### src/rtl/multiword_add_seq.sv
// Multi-precision adder sequencer: one 32-bit word pair per cycle, LSW first, carry chained in a register.
// Optional macro MULTIWORD_SUB_EN adds in_sub to turn an operation into A - B.
module multiword_add_seq #(
    parameter int WORDS = 4,
    parameter int CNT_W = 8
) (
    input  logic        clk,
    input  logic        reset,
    input  logic        in_valid,
    output logic        in_ready,
    input  logic [31:0] in_a,
    input  logic [31:0] in_b,
`ifdef MULTIWORD_SUB_EN
    input  logic        in_sub,
`endif
    output logic        out_valid,
    input  logic        out_ready,
    output logic [31:0] out_sum,
    output logic        out_last,
    output logic        out_carryout,
    output logic        out_overflow
);

    typedef enum logic {IDLE, RUN} state_t;

    localparam logic [CNT_W-1:0] LAST_IDX = CNT_W'(WORDS - 1);

    state_t           state;
    logic [CNT_W-1:0] cnt;
    logic             carry_reg;
    logic             xfer;
    logic             sub_now;
    logic             cin;
    logic [31:0]      b_eff;
    logic [32:0]      full;
    logic             c30;
    logic             is_last;

`ifdef MULTIWORD_SUB_EN
    logic sub_reg;
    // The operation mode is taken from the port only on the LSW, then held.
    assign sub_now = (state == IDLE) ? in_sub : sub_reg;
`else
    assign sub_now = 1'b0;
`endif

    assign in_ready = !out_valid || out_ready;
    assign xfer     = in_valid && in_ready;
    assign b_eff    = sub_now ? ~in_b : in_b;
    assign cin      = (state == IDLE) ? sub_now : carry_reg;
    assign full     = {1'b0, in_a} + {1'b0, b_eff} + {32'd0, cin};
    // Carry into bit 31 recovered from the sum bit and the operand bits.
    assign c30      = full[31] ^ in_a[31] ^ b_eff[31];
    assign is_last  = (state == IDLE) ? (WORDS == 1) : (cnt == LAST_IDX);

    always_ff @(posedge clk) begin
        if (reset) begin
            state        <= IDLE;
            cnt          <= '0;
            carry_reg    <= 1'b0;
            out_valid    <= 1'b0;
            out_sum      <= '0;
            out_last     <= 1'b0;
            out_carryout <= 1'b0;
            out_overflow <= 1'b0;
`ifdef MULTIWORD_SUB_EN
            sub_reg      <= 1'b0;
`endif
        end else if (xfer) begin
            out_valid    <= 1'b1;
            out_sum      <= full[31:0];
            out_last     <= is_last;
            out_carryout <= is_last & full[32];
            out_overflow <= is_last & (c30 ^ full[32]);
`ifdef MULTIWORD_SUB_EN
            sub_reg      <= sub_now;
`endif
            if (is_last) begin
                state     <= IDLE;
                cnt       <= '0;
                carry_reg <= 1'b0;
            end else begin
                state     <= RUN;
                cnt       <= cnt + 1'b1;
                carry_reg <= full[32];
            end
        end else if (out_ready) begin
            out_valid <= 1'b0;
        end
    end

endmodule
### config.mk
export PLATFORM = sky130hd
export DESIGN_NAME = multiword_add_seq
export DESIGN_NICKNAME = d
export VERILOG_FILES = /design/src/rtl/multiword_add_seq.sv
export SDC_FILE = /design/constraint.sdc
export NUM_CORES = 1
export LEC_CHECK = 0
export ABC_AREA = 0
export CORE_ASPECT_RATIO = 1.1
export CORE_MARGIN = 1.5
export CORE_UTILIZATION = 45
export CTS_CLUSTER_SIZE = 12
export DETAILED_ROUTE_END_ITERATION = 8
export MAX_ROUTING_LAYER = met4
export PLACE_DENSITY = 0.78
export SYNTH_ARGS = -nofsm -noshare
export SYNTH_HDL_FRONTEND = slang
export SYNTH_SLANG_ARGS = --single-unit
### constraint.sdc
create_clock -name clk -period 4.87 [get_ports clk]
set_input_delay 0.974 -clock clk [delete_from_list [all_inputs] [get_ports clk]]
set_output_delay 0.974 -clock clk [all_outputs]
set_load 0.1 [all_outputs]
## Word level (Yosys, flattened, before mapping)

Cells that the tools add are included.

- Bits of input ports: 68
- Register bits: 46
- RAM bits: 0
- Latch bits: 0
- Word-level logic and storage cells: 28
- ROM bits: 0
- Memories kept: 0
- Output and inout port bits: 37

- Shift operators: 0
- $lt $le $gt $ge: 0
- Reduce and logical (&&, ||, !) cells: 4
- $mul: 0
- Div/mod/pow operators: 0
- Equality and inequality tests: 1
- Mux-type cells: 7
- Bitwise operators: 5
- Add/subtract/negate cells: 3

Operators with widths:

| cell | count |
|---|---|
| 32-bit by 32-bit adder with 33-bit output | 1 |
| 33-bit by 1-bit adder with 33-bit output | 1 |
| 8-bit by 1-bit adder with 8-bit output (second input constant) | 1 |
| 8-bit by 2-bit equality test with 1-bit output (second input constant) | 1 |
| 8-bit two-way mux | 1 |
| 1-bit two-way mux | 6 |
| 1-bit bitwise XOR | 3 |
| 1-bit AND | 2 |
| 2-bit nonzero test | 1 |
| 1-bit logical AND | 1 |
| 1-bit zero test | 1 |
| 1-bit logical OR | 1 |

## Logic depth before layout (Yosys ltp)

- Word-level depth: 6
- Depth in mapped cells: 13
- Mapped depth without buffers: 13

## Least setup slack after synthesis

OpenSTA, ideal clock, no wires.

- Kind: input-to-reg
- From: input port in_a[0]
- To: register out_overflow
- Data arrival time: 4129 ps
- Library setup time: 119 ps
- Setup slack: 623 ps
- Path buffers: 0
- Stages: 12
- Data required time: 4751 ps
- Path through: fa_1 fa_1 a211oi_1 o21ai_1 and4bb_4 o41ai_4 o21ai_2 a211o_2 a221o_1 a21o_1 xnor2_1 a32o_2

- Word-level cells in the longest chain between the ends: 6

RTL lines:

| what | line | text |
|---|---|---|
| from (decl) | 11 | `input logic [31:0] in_a,` |
| 32-bit by 32-bit adder with 33-bit output (*) | 51 | `assign full = {1'b0, in_a} + {1'b0, b_eff} + {32'd0, cin};` |
| 33-bit by 1-bit adder with 33-bit output (*) | 51 |  |
| 1-bit bitwise XOR (2 in series) | 53 | `assign c30 = full[31] ^ in_a[31] ^ b_eff[31];` |
| 1-bit bitwise XOR (*) | 74 | `out_overflow <= is_last & (c30 ^ full[32]);` |
| 1-bit AND (*) | 74 |  |
| to (signal assigned) | 74 |  |
| to (decl) | 21 | `output logic out_overflow` |

Every way passes the cells marked *; elsewhere a longest branch is shown, timed or not.
A chain may end at the register's enable or synchronous reset.

## Final worst setup path

Same ends and word-level chain as after synthesis.

==> results.toml <==
[floorplan]
die_w_microns = 85.0
io_pins = 105
coreArea_sq_um = 7090
die_h_microns = 93.1
rows = 32
die_area_sq_um = 7910
start_util_pct = 46.9

[route]
ant_nets = 0
drt-vias-per-instance = 5.58
wl_per_cell_microns = 14.5
routed-via-count = 3418
drt_iter0_markers = 137
routed_wirelength_microns = 8910
route.met2.wl_microns = 4470
dr.pass1.iters = 6
route.detailed.drc = 8
topRoutingLayerUsed = "met4"
drt-met1-wl_microns = 3960
route.met3.wl_microns = 464

[worst_setup_path]
critical_path_class = "in2reg"
r2r_cells = 13
cp_common_cell = "fa_1"
cp_slowest_stage_delay_ps = 460
required_ps = 5070
cp_cell_sequence = "clkdlybuf4s50_1, fa_1, fa_1, a211oi_1, o21ai_1, and4bb_4, o41ai_4, o21ai_2, a211o_2, a221o_1, a21o_1, xnor2_1, a32o_2"
r2r-start = "state"
slowest_stage = "fa_1"
cp-end-kind = "register"
r2r_slack_ps = 1010
arrival_ps = 4730
cp_max_fo = 3
start_kind = "input pin"
rr_endpoint = "out_overflow"

[logic_synthesis]
synth_cell_types = 54
synthesis.area_sq_um = 3320
syn_inst = 428
ys_ff_latch = 46
synthArstFlopShare_pct = 0
synth-edff-count = 0
yosysWarningCount = 0
ys_seq_area_share_pct = 27.7
synthesis.nets = 530
synthFlopType = "dfxtp_1"
syn-mean-instance-area_sq_um = 7.77

[status]
status = "finished, violations left"
violations = "design-rule violations"

[timing]
worst_pin_slew_ps = 1010
period_share_pct = 93.1
grt_setup_unrepaired = "false"
final.min_clock_period_ps = 4530
whs_ps = 458
drv_slew = 0
max_freq_mhz = 221
slew_headroom_pct = 32.7
hold_viol = 0
fin_tns_setup_ps = 0
finClkSkew_ps = 3.54
setup_viol = 0

[layout]
final_common_cell = "clkdlybuf4s50_1"
nets = 629
area_delta_synth_final_pct = 36.7
top_register = "out_sum"
nFillCells = 639
diodes = 0
reg_top3 = "out_sum (32), cnt (8)"
final_cell_mix = "103 x clkdlybuf4s50_1, 68 x nand2_1, 54 x a21oi_1"
drive_gt1_share_pct = 4.73
largest_reg_flops = 32
final_area_sq_um = 4540

[min_path]
hold_end = "out_sum[22]"
min_path_type = "reg2reg"
min-delay-start = "out_sum[22]"
hold_depth = 2

[run]
maxCapViolCount = 0

[clock_network]
post_cts_buffers = 0
cts.repair.resized = 0
root_buffer = "clkbuf_8"
clk_latency_ps = 300
clockBufferDepth = 2
path_clk_slew_ps = 100
clkSinkCount = 46
cts_tree = "done"
cts_buffers = 5
hold_buffers = 0
htreeDepth = 2

[global_routing]
grt_pass1_wl_microns = 15000
overflow = 0
grt_max_degree = 52
antenna_found_initial = 0
first_global_vias = 3317
grt_usage_pct = 23.3

[placed_design]
io_buffers = 104
dp_hpwl_microns = 6930
placed_area_sq_um = 4450
gp_congestion = 0.884

[power]
ir_drop_mv = 0.174
powerDensity_nw_per_um2 = 284
p_leak_nw = 1.85
worst max path at each step:
| stage | from | end |
|---|---|---|
| after floorplan | in_a[0] | out_overflow |
| after global placement | in_a[0] | out_overflow |
| after detailed placement | in_a[0] | out_overflow |
| after CTS | in_a[0] | out_overflow |
| after global routing | in_a[0] | out_overflow |
| final | in_a[0] | out_overflow |
cell families (layout without fill, tap and decap cells):
logic type | count (synthesis) | in the layout | share of synthesized area (%)
adder cells (fa/ha/maj) | 34 | 34 | 13.2
AO/OA/AOI/OAI | 121 | 121 | 23.3
multiplexers | 3 | 3 | 0.903
flip-flops | 46 | 46 | 27.7
buffers and inverters | 26 | 126 | 2.94
AND/OR/NAND/NOR | 167 | 167 | 23.4
XOR/XNOR | 31 | 31 | 8.58
worst max-delay path: cells and delay by family:
family	cells	cell delay, ps
compound gates	8	2060
buf+inv	1	430
fa+ha+maj	2	900
xor+xnor	1	140
simple gates	1	240
power breakdown:
group	internal, mW	switching (mW)
registers	0.407	0.0180
clock network	0.104	0.143
logic	0.221	0.398
total	0.731	0.559
cell usage after synthesis (all sizes together), types with 5 or more instances:
| cell | instances | area, sq um |
|---|---|---|
| nand3 | 18 | 90.1 |
| xnor2 | 12 | 105 |
| nor2 | 39 | 146 |
| a21o | 10 | 76.3 |
| nand4 | 5 | 31.3 |
| nand2 | 69 | 259 |
| a21oi | 54 | 270 |
| clkbuf | 14 | 52.6 |
| a211oi | 6 | 45.0 |
| ha | 32 | 400 |
| xor2 | 18 | 158 |
| dfxtp | 46 | 921 |
| inv | 8 | 30.0 |
| nor3 | 8 | 40.0 |
| o21ai | 20 | 104 |
| a31oi | 5 | 31.3 |
| and2 | 5 | 31.3 |
routing by layer:
layer,track usage (%),up-vias
li1,-,1725
met1,28.7,1591
met2,41.5,100
met3,3.00,2
met4,3.83,0
met5,-,-
layout make-up:
class | count | area (sq um) | area share [%]
well taps | 85 | 106 | 2.34
clock inverters | 3 | 25.0 | 0.551
repair buffers | 110 | 1080 | 23.9
flip-flops and latches | 46 | 921 | 20.3
inverters | 8 | 30.0 | 0.661
clock buffers | 5 | 68.8 | 1.51
multi-input cells | 356 | 2310 | 50.8
metrics by stage:
stage | worst slack, ps | utilization [%] | instances | total power, mW
finish | 338 | 64.1 | 613 | 1.29
global placement | 117 | 62.8 | 605 | 1.04
detailed placement | 66.1 | 62.8 | 605 | 1.05
global route | 189 | 64.1 | 613 | 1.35
floorplan | 623 | - | 428 | 0.874
CTS | 365 | 64.1 | 613 | 1.29
Power figures use the tool's default switching activity.
